==> src/rtl/bram_port_arbiter.sv <==
// Two-requester BRAM port arbiter: round-robin burst grants with a one-cycle gap
// between bursts. All handshake and BRAM-side outputs come straight from flops.
module bram_port_arbiter #(
  parameter int unsigned ADDR_W = 9,
  parameter int unsigned LEN_W  = 9
) (
  input  logic              clk,
  input  logic              rst_n,
  input  logic              req_a,
  input  logic              req_b,
  input  logic [ADDR_W-1:0] base_a,
  input  logic [ADDR_W-1:0] base_b,
  input  logic [LEN_W-1:0]  len_a,
  input  logic [LEN_W-1:0]  len_b,
  output logic              gnt_a,
  output logic              gnt_b,
  output logic              done_a,
  output logic              done_b,
  output logic              sel,
  output logic [ADDR_W-1:0] addr_bram,
  output logic              ena_bram,
  output logic              busy
);

  typedef enum logic [1:0] {StIdle, StBurst, StGap} state_e;

  state_e              state_q, state_d;
  logic [ADDR_W-1:0]   base_q, base_d;
  logic [LEN_W-1:0]    len_q, len_d;
  logic [LEN_W-1:0]    beat_q, beat_d;
  logic                sel_q, sel_d;
  logic                last_q, last_d;   // 1 = B owned the previous burst
  logic                gnt_a_q, gnt_a_d, gnt_b_q, gnt_b_d;
  logic                done_a_q, done_a_d, done_b_q, done_b_d;
  logic                ena_q, ena_d;
  logic [ADDR_W-1:0]   addr_q, addr_d;
  logic                pick_b;

  always_comb begin
    state_d  = state_q;
    base_d   = base_q;
    len_d    = len_q;
    beat_d   = beat_q;
    sel_d    = sel_q;
    last_d   = last_q;
    addr_d   = addr_q;
    gnt_a_d  = 1'b0;
    gnt_b_d  = 1'b0;
    done_a_d = 1'b0;
    done_b_d = 1'b0;
    ena_d    = 1'b0;
    // On a tie, B wins only if A owned the previous burst
    pick_b   = req_b & (~req_a | ~last_q);

    unique case (state_q)
      StIdle: begin
        if (req_a || req_b) begin
          state_d  = StBurst;
          sel_d    = pick_b;
          last_d   = pick_b;
          base_d   = pick_b ? base_b : base_a;
          len_d    = pick_b ? len_b : len_a;
          beat_d   = '0;
          ena_d    = 1'b1;
          addr_d   = base_d;
          gnt_a_d  = ~pick_b;
          gnt_b_d  = pick_b;
          done_a_d = (len_d == '0) & ~pick_b;
          done_b_d = (len_d == '0) & pick_b;
        end
      end
      StBurst: begin
        if (beat_q == len_q) begin
          state_d = StGap;
          beat_d  = '0;
        end else begin
          beat_d   = beat_q + LEN_W'(1);
          ena_d    = 1'b1;
          addr_d   = base_q + ADDR_W'(beat_d);
          gnt_a_d  = ~sel_q;
          gnt_b_d  = sel_q;
          done_a_d = (beat_d == len_q) & ~sel_q;
          done_b_d = (beat_d == len_q) & sel_q;
        end
      end
      StGap:   state_d = StIdle;
      default: state_d = StIdle;
    endcase
  end

  always_ff @(posedge clk or negedge rst_n) begin
    if (!rst_n) begin
      state_q  <= StIdle;
      base_q   <= '0;
      len_q    <= '0;
      beat_q   <= '0;
      sel_q    <= 1'b0;
      last_q   <= 1'b1;
      gnt_a_q  <= 1'b0;
      gnt_b_q  <= 1'b0;
      done_a_q <= 1'b0;
      done_b_q <= 1'b0;
      ena_q    <= 1'b0;
      addr_q   <= '0;
    end else begin
      state_q  <= state_d;
      base_q   <= base_d;
      len_q    <= len_d;
      beat_q   <= beat_d;
      sel_q    <= sel_d;
      last_q   <= last_d;
      gnt_a_q  <= gnt_a_d;
      gnt_b_q  <= gnt_b_d;
      done_a_q <= done_a_d;
      done_b_q <= done_b_d;
      ena_q    <= ena_d;
      addr_q   <= addr_d;
    end
  end

  assign gnt_a     = gnt_a_q;
  assign gnt_b     = gnt_b_q;
  assign done_a    = done_a_q;
  assign done_b    = done_b_q;
  assign sel       = sel_q;
  assign addr_bram = addr_q;
  assign ena_bram  = ena_q;
  assign busy      = (state_q != StIdle);

endmodule

==> config.mk <==
export PLATFORM = sky130hd
export DESIGN_NAME = bram_port_arbiter
export DESIGN_NICKNAME = d
export VERILOG_FILES = /design/src/rtl/bram_port_arbiter.sv
export SDC_FILE = /design/constraint.sdc
export NUM_CORES = 1
export LEC_CHECK = 0
export CELL_PAD_IN_SITES_DETAIL_PLACEMENT = 1
export CELL_PAD_IN_SITES_GLOBAL_PLACEMENT = 2
export CORE_MARGIN = 8
export CORE_UTILIZATION = 28
export CTS_CLUSTER_SIZE = 28
export DETAILED_ROUTE_END_ITERATION = 16
export PLACE_DENSITY = 0.74
export SLEW_MARGIN = 40
export SYNTH_ARGS = -nofsm -noshare
export SYNTH_HDL_FRONTEND = slang
export SYNTH_SLANG_ARGS = --single-unit
export TNS_END_PERCENT = 30
==> constraint.sdc <==
create_clock -name clk -period 2.4 [get_ports clk]
set_input_delay 0.72 -clock clk [delete_from_list [all_inputs] [get_ports clk]]
set_output_delay 0.72 -clock clk [all_outputs]
set_load 0.1 [all_outputs]
# == Word level (Yosys, flattened, before mapping) ==
# Index checks and enable logic that the tools add are counted.
# classes
addsub,2
n_eq_ne,6
mux,26
bitwise,10
reduce_logical,9
# ops
op,count
9-bit two-way mux,6
9-bit one-hot mux with 2 select lines,2
9-bit equality test,2
1-bit two-way mux,10
1-bit one-hot mux with 2 select lines,5
"9-bit by 1-bit adder with 9-bit output, second input constant",1
9-bit adder,1
9-bit zero test,1
"2-bit != test, second input constant",3
2-bit AND reduction,3
1-bit AND,5
2-bit two-way mux,2
1-bit inverter,4
2-bit one-hot mux with 2 select lines,1
2-bit nonzero test,2
3-bit AND reduction,1
"2-bit by 1-bit equality test with 1-bit output, second input constant",1
2-bit zero test,1
1-bit logical OR,1
1-bit OR,1
# totals
regBits,45
inputBits,40

# == Longest topological paths before layout ==
# Gate-level depths: netlist of run 1.
# depth
word_depth,8
ltp_mapped,11

# == Worst setup path before layout of run 1 ==
# OpenSTA, ideal clock, no wires.
# synth_timing
kind,register to register
start,register beat_q[0]
end,"register addr_q[7], in the netlist addr_bram[7]"
t_arrival_ns,2.272
required_time_ns,2.333
setup_slack_ns,0.061
path_stages_with_launch,12
n_path_buf,1
synth_period_minus_slack_ns,2.339
path_cell_list,dfrtp_1 > ha_1 > buf_2 > nand3_2 > or3_1 > nand2_1 > ha_1 > a21o_1 > a21oi_1 > o31ai_1 > a211oi_1 > o22a_1
# synth_between
elab_chain_cells,4
word_cells_on_any_way,7
classes_between,add/sub: 2; eq/ne: 2; mux: 2; reduce/logical: 1
# synth_lines
item,line,rtl
start: declaration,30,"logic [LEN_W-1:0] beat_q, beat_d;"
start signal: assignment,109,beat_q <= beat_d;
9-bit by 1-bit adder with 9-bit output,77,beat_d = beat_q + LEN_W'(1);
9-bit adder,79,addr_d = base_q + ADDR_W'(beat_d);
9-bit two-way mux,73,if (beat_q == len_q) begin
9-bit one-hot mux with 2 select lines,55,unique case (state_q)
end signal: assignment,117,addr_q <= addr_d;
end: declaration,36,"logic [ADDR_W-1:0] addr_q, addr_d;"
# Parallel ways exist; a longest one is shown, timed or not. The select of a mux whose other input is x is not followed.
# A chain may end at the register's enable or synchronous reset.

# == Final worst setup path of run 1 ==
# layout_timing
start,register beat_q[1]
end,"register addr_q[7], in the netlist addr_bram[7]"
# Same word-level chain as after synthesis.

==> results of run 1 <==
[per-stage QoR]
stage	hold slack [ps]	utilization (%)	instances	power, mW	worst slack, ps
3_3_place_gp	478	36.9	504	5.08	0.802
5_1_grt	539	38.5	513	6.19	-3.96
2_1_floorplan	424	-	306	4.11	60.9
4_1_cts	514	37.8	512	5.69	10.3
3_5_place_dp	491	36.9	504	5.17	-31.8
6_report	493	38.5	513	5.76	117
[critical path: stages (launching register included)]
cell and delay, ps:
dfrtp_1 440, ha_4 180, nand3_4 110, or3_4 380, nand2_1 120, ha_4 220
a21o_1 180, a21oi_1 150, o31ai_1 90, a211oi_1 220, o22a_1 150
[per-layer routing]
layer,GRT usage (%),vias up
met5,0,-
met4,3.37,0
met3,2.40,6
met2,20.8,46
met1,16.9,1191
li1,-,1226
[report_power, final]
part           internal, mW  switching (mW)
Sequential             1.11           0.289
Clock                 0.206           0.290
Combinational          1.44            2.41
Total                  2.76            2.99
[cell type report]
type / instances / area (sq um) / share of cell area, %
clock buffer: 6 / 72.6 / 1.94
sequential: 45 / 1130 / 30.1
multi-input combinational: 238 / 1620 / 43.2
timing repair buffer: 82 / 721 / 19.2
inverter: 7 / 26.3 / 0.701
tap: 133 / 166 / 4.44
clock inverter: 2 / 15.0 / 0.401
[cells by family (layout without fill, tap and decap cells)]
logic type / count (synthesis) / after routing / share of synthesized area (%)
flops: 45 / 45 / 40.4
simple gates: 101 / 101 / 17.3
xor+xnor: 25 / 25 / 7.84
buf+inv: 23 / 97 / 4.26
mux: 18 / 18 / 6.45
compound gates: 84 / 84 / 19.0
fa+ha+maj: 10 / 10 / 4.75
[worst max-delay path by stage]
stage              endpoint  slack [ps]  cells past startpoint
2_1_floorplan  addr_bram[7]          60                     11
5_1_grt        addr_bram[7]          -4                     10
3_3_place_gp   addr_bram[6]         0.8                      7
6_report       addr_bram[7]         120                     10
4_1_cts        addr_bram[7]          10                     10
3_5_place_dp   addr_bram[6]         -30                      7
[cells in the mapped netlist, types with 2 or more instances]
master,n
o21ai_0,40
nor4_1,5
xor2_1,10
a21oi_2,7
nor3b_1,2
a31oi_1,4
mux2i_1,18
o22ai_1,2
o21a_1,2
ha_1,9
nand2_1,42
or3_1,2
buf_2,5
nor2_2,2
a21oi_1,9
xnor2_1,15
or2_2,2
nand3_1,6
inv_1,7
nor2b_1,2
nand4_1,3
o31ai_1,3
o2111ai_1,2
nor2_1,20
dfrtp_1,44
a21o_1,2
nor3_1,7
buf_6,3
clkbuf_1,7
a211oi_1,2
o21bai_1,2
[state kept, by name, indices dropped and copies added, names as in the netlist]
signal and count:
addr_bram 9, base_q 9, beat_q 9, done_a 1, done_b 1, ena_bram 1, gnt_a 1, gnt_b 1
last_q 1, len_q 9, sel 1, state_q 2
[repair_timing]
action / 4_1_cts / 5_1_grt
buffers inserted: 0 / 1
endpoints found under the setup margin: 0 / 4
endpoints found under the hold margin: 0 / 0
gates resized for setup: 0 / 14
==> run_results.csv, run 1 <==
group,metric,value,unit
setup_path,reg2regPathDepth,10,
sta,min_period_over_period,95.1,%
power,power.leakage,1.57,nW
flow_run,drv_cap,0,
sta,hold_viol_final,0,
setup_path,crit_arrival,2530,ps
synthesis,async_reset_ff_share,100,%
die,pin_count,56,
global_routing,first_global_vias,2670,
setup_path,cp-startpoint,"beat_q[1]",
cells_and_area,drive_above_1_share,21.1,%
synthesis,synth-seq-cells,45,
setup_path,crit_required,2650,ps
clocking,numCtsBuffers,5,
setup_path,reg2reg_slack,120,ps
synthesis,yosysTopAreaCell,"dfrtp_1",
power,power_density,1540,nW/um^2
cells_and_area,layout_common_cells,"nand2_1, dfrtp_1, buf_4",
setup_path,timing.rr.start,"beat_q[1]",
cells_and_area,n_fill_cell,1198,
global_routing,grtUsageTotal,12.8,%
clocking,cts_tree,"built",
drt,drc,0,
clocking,clockRootBuffer,"clkbuf_8",
drt,first_iter_violations,53,
synthesis,synth.top_cell.area_share,39.4,%
drt,wl_met3,275,microns
clocking,htree_num_levels,2,
die,die_w,116,microns
drt,top_layer,"met4",
die,die_h,116,microns
synthesis,yosysSeqAreaShare,40.4,%
drt,route.met2.wl,3880,microns
place,place_congestion,0.761,
die,dieArea,13400,sq um
setup_path,startpoint_type,"flop",
sta,min_period,2280,ps
clocking,clk_pin_slew,90,ps
sta,max_clock_freq,438,MHz
sta,skew,6.43,ps
cells_and_area,final_cell_area,3750,sq um
synthesis,ys_warn_count,0,
drt,m1WireLength,4130,microns
drt,ant_nets,0,
cells_and_area,diodes,0,
drt,num_vias,2469,
sta,timing.setup.tns,0,ps
die,start_util,28.7,%
drt,dr.pass1.iters,4,
place,hpwl,6570,microns
global_routing,antenna_found_initial,0,
synthesis,synth_area_leaders,"dfrtp_1, o21ai_0, mux2i_1, nand2_1, xnor2_1",
drt,routed_wl,8350,microns
synthesis,avgSynthCellArea,9.12,sq um
synthesis,ys.flop_type,"dfrtp_1",
place,portBuffers,55,
synthesis,syn_nets,356,
drt,vias_per_cell,4.81,
drt,wire_per_inst,16.3,microns
synthesis,synthCells,306,
die,core,9730,sq um
setup_path,reg2reg_to,"addr_bram[7]",
clocking,cts_sinks,45,
place,dpl_cell_area,3590,sq um
synthesis,synth_edf_count,0,
hold_path,min_path_type,"input port to asynchronous set/reset pin",
power,max-vdd-ir-drop,0.843,mV
cells_and_area,area_delta_synth_final,34.3,%
die,rows,36,
setup_path,crit_fanout,6,
cells_and_area,nets,429,
status,status,"completed",
global_routing,grt_pass1_wl,13600,microns
clocking,ctsHoldBuffers,0,
global_routing,grt_max_degree,46,
setup_path,worstSetupPathType,"flop to flop",
sta,finalMaxSlewViolations,0,
sta,tightestPinTransition,593,ps
clocking,insertion_delay,310,ps
clocking,max-clock-path-buffers,2,
synthesis,synth.cell_area,2790,sq um
sta,relSlewSlack,60.5,%
setup_path,worstSetupEndpointType,"flop",
global_routing,grt_overflow,0,
sta,setup_viol,0,
synthesis,synth.distinct_cells,51,
No activity file was read; power rests on OpenSTA's default activity.
==> run 2: changes to the inputs <==
--- a/config.mk
+++ b/config.mk
@@ -5,13 +5,12 @@
 export SDC_FILE = /design/constraint.sdc
 export NUM_CORES = 1
 export LEC_CHECK = 0
-export CELL_PAD_IN_SITES_DETAIL_PLACEMENT = 1
-export CELL_PAD_IN_SITES_GLOBAL_PLACEMENT = 2
+export CAP_MARGIN = 0
 export CORE_MARGIN = 8
-export CORE_UTILIZATION = 28
+export CORE_UTILIZATION = 40
 export CTS_CLUSTER_SIZE = 28
 export DETAILED_ROUTE_END_ITERATION = 16
-export PLACE_DENSITY = 0.74
+export PLACE_DENSITY = 0.65
 export SLEW_MARGIN = 40
 export SYNTH_ARGS = -nofsm -noshare
 export SYNTH_HDL_FRONTEND = slang
==> run 2 against run 1 <==
Compared with the run above:
- combinational power shrank 2%
- clock power is 24% higher
- core utilization increased by 17 points
- non-clock buffer count shrank 4
- die area decreased by 26%
- setup slack got worse by 12 ps
- global-route usage rose by 2.6 points
- via count is 1.5% lower
- cell area down 0.80%
- critical endpoint is now addr_bram[8]
- largest cell class unchanged
==> run_results.csv, run 2 (synthesis results as in run 1) <==
group,metric,value,unit
status,status,"completed",
sta,max_clock_freq,436,MHz
clocking,ctsHoldBuffers,0,
global_routing,first_global_vias,2493,
clocking,cts_tree,"built",
power,max-vdd-ir-drop,0.879,mV
setup_path,crit_required,2570,ps
die,start_util,41.3,%
cells_and_area,layout_common_cells,"dfrtp_1, nand2_1, o21ai_0",
setup_path,worstSetupPathType,"flop to flop",
sta,relSlewSlack,57.6,%
drt,vias_per_cell,5.33,
global_routing,antenna_found_initial,0,
global_routing,grt_busiest_layer,"met2",
clocking,clockRootBuffer,"clkbuf_8",
setup_path,worstSetupEndpointType,"flop",
place,hpwl,5690,microns
setup_path,timing.rr.start,"beat_q[0]",
sta,tightestPinTransition,634,ps
cells_and_area,diodes,0,
cells_and_area,area_delta_synth_final,33.2,%
hold_path,min_path_type,"input port to asynchronous set/reset pin",
power,power.leakage,1.60,nW
clocking,numCtsBuffers,5,
drt,routed_wl,7250,microns
place,dp_slack,-13.9,ps
global_routing,grtUsageTotal,15.4,%
die,core,6760,sq um
sta,setup_viol,0,
sta,rsz0062_at_grt,"true",
sta,hold_viol_final,0,
global_routing,grtUsageMet1,20.7,%
clocking,cts_sinks,45,
power,power_density,1560,nW/um^2
drt,ant_nets,0,
flow_run,drv_cap,0,
cells_and_area,drive_above_1_share,20.7,%
die,rows,30,
cells_and_area,nets,425,
clocking,htree_num_levels,2,
die,dieArea,9910,sq um
sta,skew,3.93,ps
sta,setup_ws,105,ps
cells_and_area,n_fill_cell,645,
global_routing,grt_max_degree,27,
setup_path,startpoint_type,"flop",
global_routing,grt_pass1_wl,12300,microns
drt,wire_per_inst,15.9,microns
die,pin_count,56,
setup_path,cp-startpoint,"beat_q[0]",
drt,drc,0,
global_routing,gr-usage-met3,3.42,%
global_routing,grt_overflow,0,
clocking,insertion_delay,300,ps
sta,min_period_over_period,95.6,%
setup_path,crit_arrival,2460,ps
drt,first_iter_violations,89,
cells_and_area,final_common_cell,"dfrtp_1",
die,die_h,99.5,microns
clocking,max-clock-path-buffers,2,
place,portBuffers,55,
sta,finalMaxSlewViolations,0,
clocking,clk_pin_slew,90,ps
place,place_congestion,0.855,
drt,num_vias,2432,
setup_path,crit_fanout,5,
die,die_w,99.5,microns
cells_and_area,fin_util,55.0,%
global_routing,met2_usage,23.7,%
drt,dr.pass1.iters,4,
sta,min_period,2300,ps
[run 2: area by class of cell]
| type | instances | area, sq um | share of cell area, % |
|---|---|---|---|
| clock buffer | 6 | 82.6 | 2.22 |
| clock inverter | 2 | 37.5 | 1.01 |
| inverter | 7 | 26.3 | 0.707 |
| multi-input combinational | 238 | 1640 | 44.0 |
| sequential | 45 | 1130 | 30.3 |
| tap | 80 | 100 | 2.69 |
| timing repair buffer | 78 | 707 | 19.0 |
[run 2: through the flow]
stage | cells | TNS, ps | hold WS [ps] | instance area [sq um] | total power [mW]
after floorplan | 306 | 0 | 424 | 2790 | 4.11
after global placement | 446 | 0 | 480 | 3490 | 4.94
after detailed placement | 446 | -13.9 | 484 | 3490 | 5.01
after CTS | 455 | 0 | 389 | 3620 | 5.66
after global routing | 456 | -8.00 | 412 | 3720 | 6.23
final | 456 | 0 | 370 | 3720 | 5.81
[run 2: worst max-delay path, cell delays in order (launching register included)]
cell and delay [ps]:
dfrtp_1 380, buf_4 130, and4_4 240, nand2_4 80, xnor2_4 170, ha_4 290
nand3_1 80, o211ai_1 240, nor4_1 100, nor3_1 220, xnor2_1 140, a21oi_1 80
[run 2: worst paths after layout]
check	end	slack (ps)	cells after the start
setup / recovery	addr_bram[8]	100	11
max in group asynchronous	last_q	1450	2
hold reg to reg	base_q[2]	500	2
setup reg to reg	addr_bram[8]	100	11
min in group clk	base_q[2]	500	2
hold / removal	addr_bram[3]	370	1
[run 2: power by group]
| group | total, mW | leakage, nW | switching [mW] | internal [mW] |
|---|---|---|---|---|
| Combinational | 3.78 | 0.988 | 2.36 | 1.43 |
| Sequential | 1.41 | 0.551 | 0.300 | 1.11 |
| Clock | 0.613 | 0.0574 | 0.274 | 0.339 |
| Total | 5.81 | 1.60 | 2.93 | 2.88 |
[run 2: repair_timing]
item | CTS | global route
setup endpoints to repair | 1 | 6
pin swaps | 1 | 10
gates resized for setup | 1 | 15
buffers inserted | 1 | 1
[run 2: per-layer routing]
| metal | vias up | routed length (microns) |
|---|---|---|
| li1 | 1225 | - |
| met2 | 57 | 3180 |
| met3 | 8 | 398 |
| met4 | 0 | 110 |
| met5 | - | 0 |
| met1 | 1142 | 3560 |
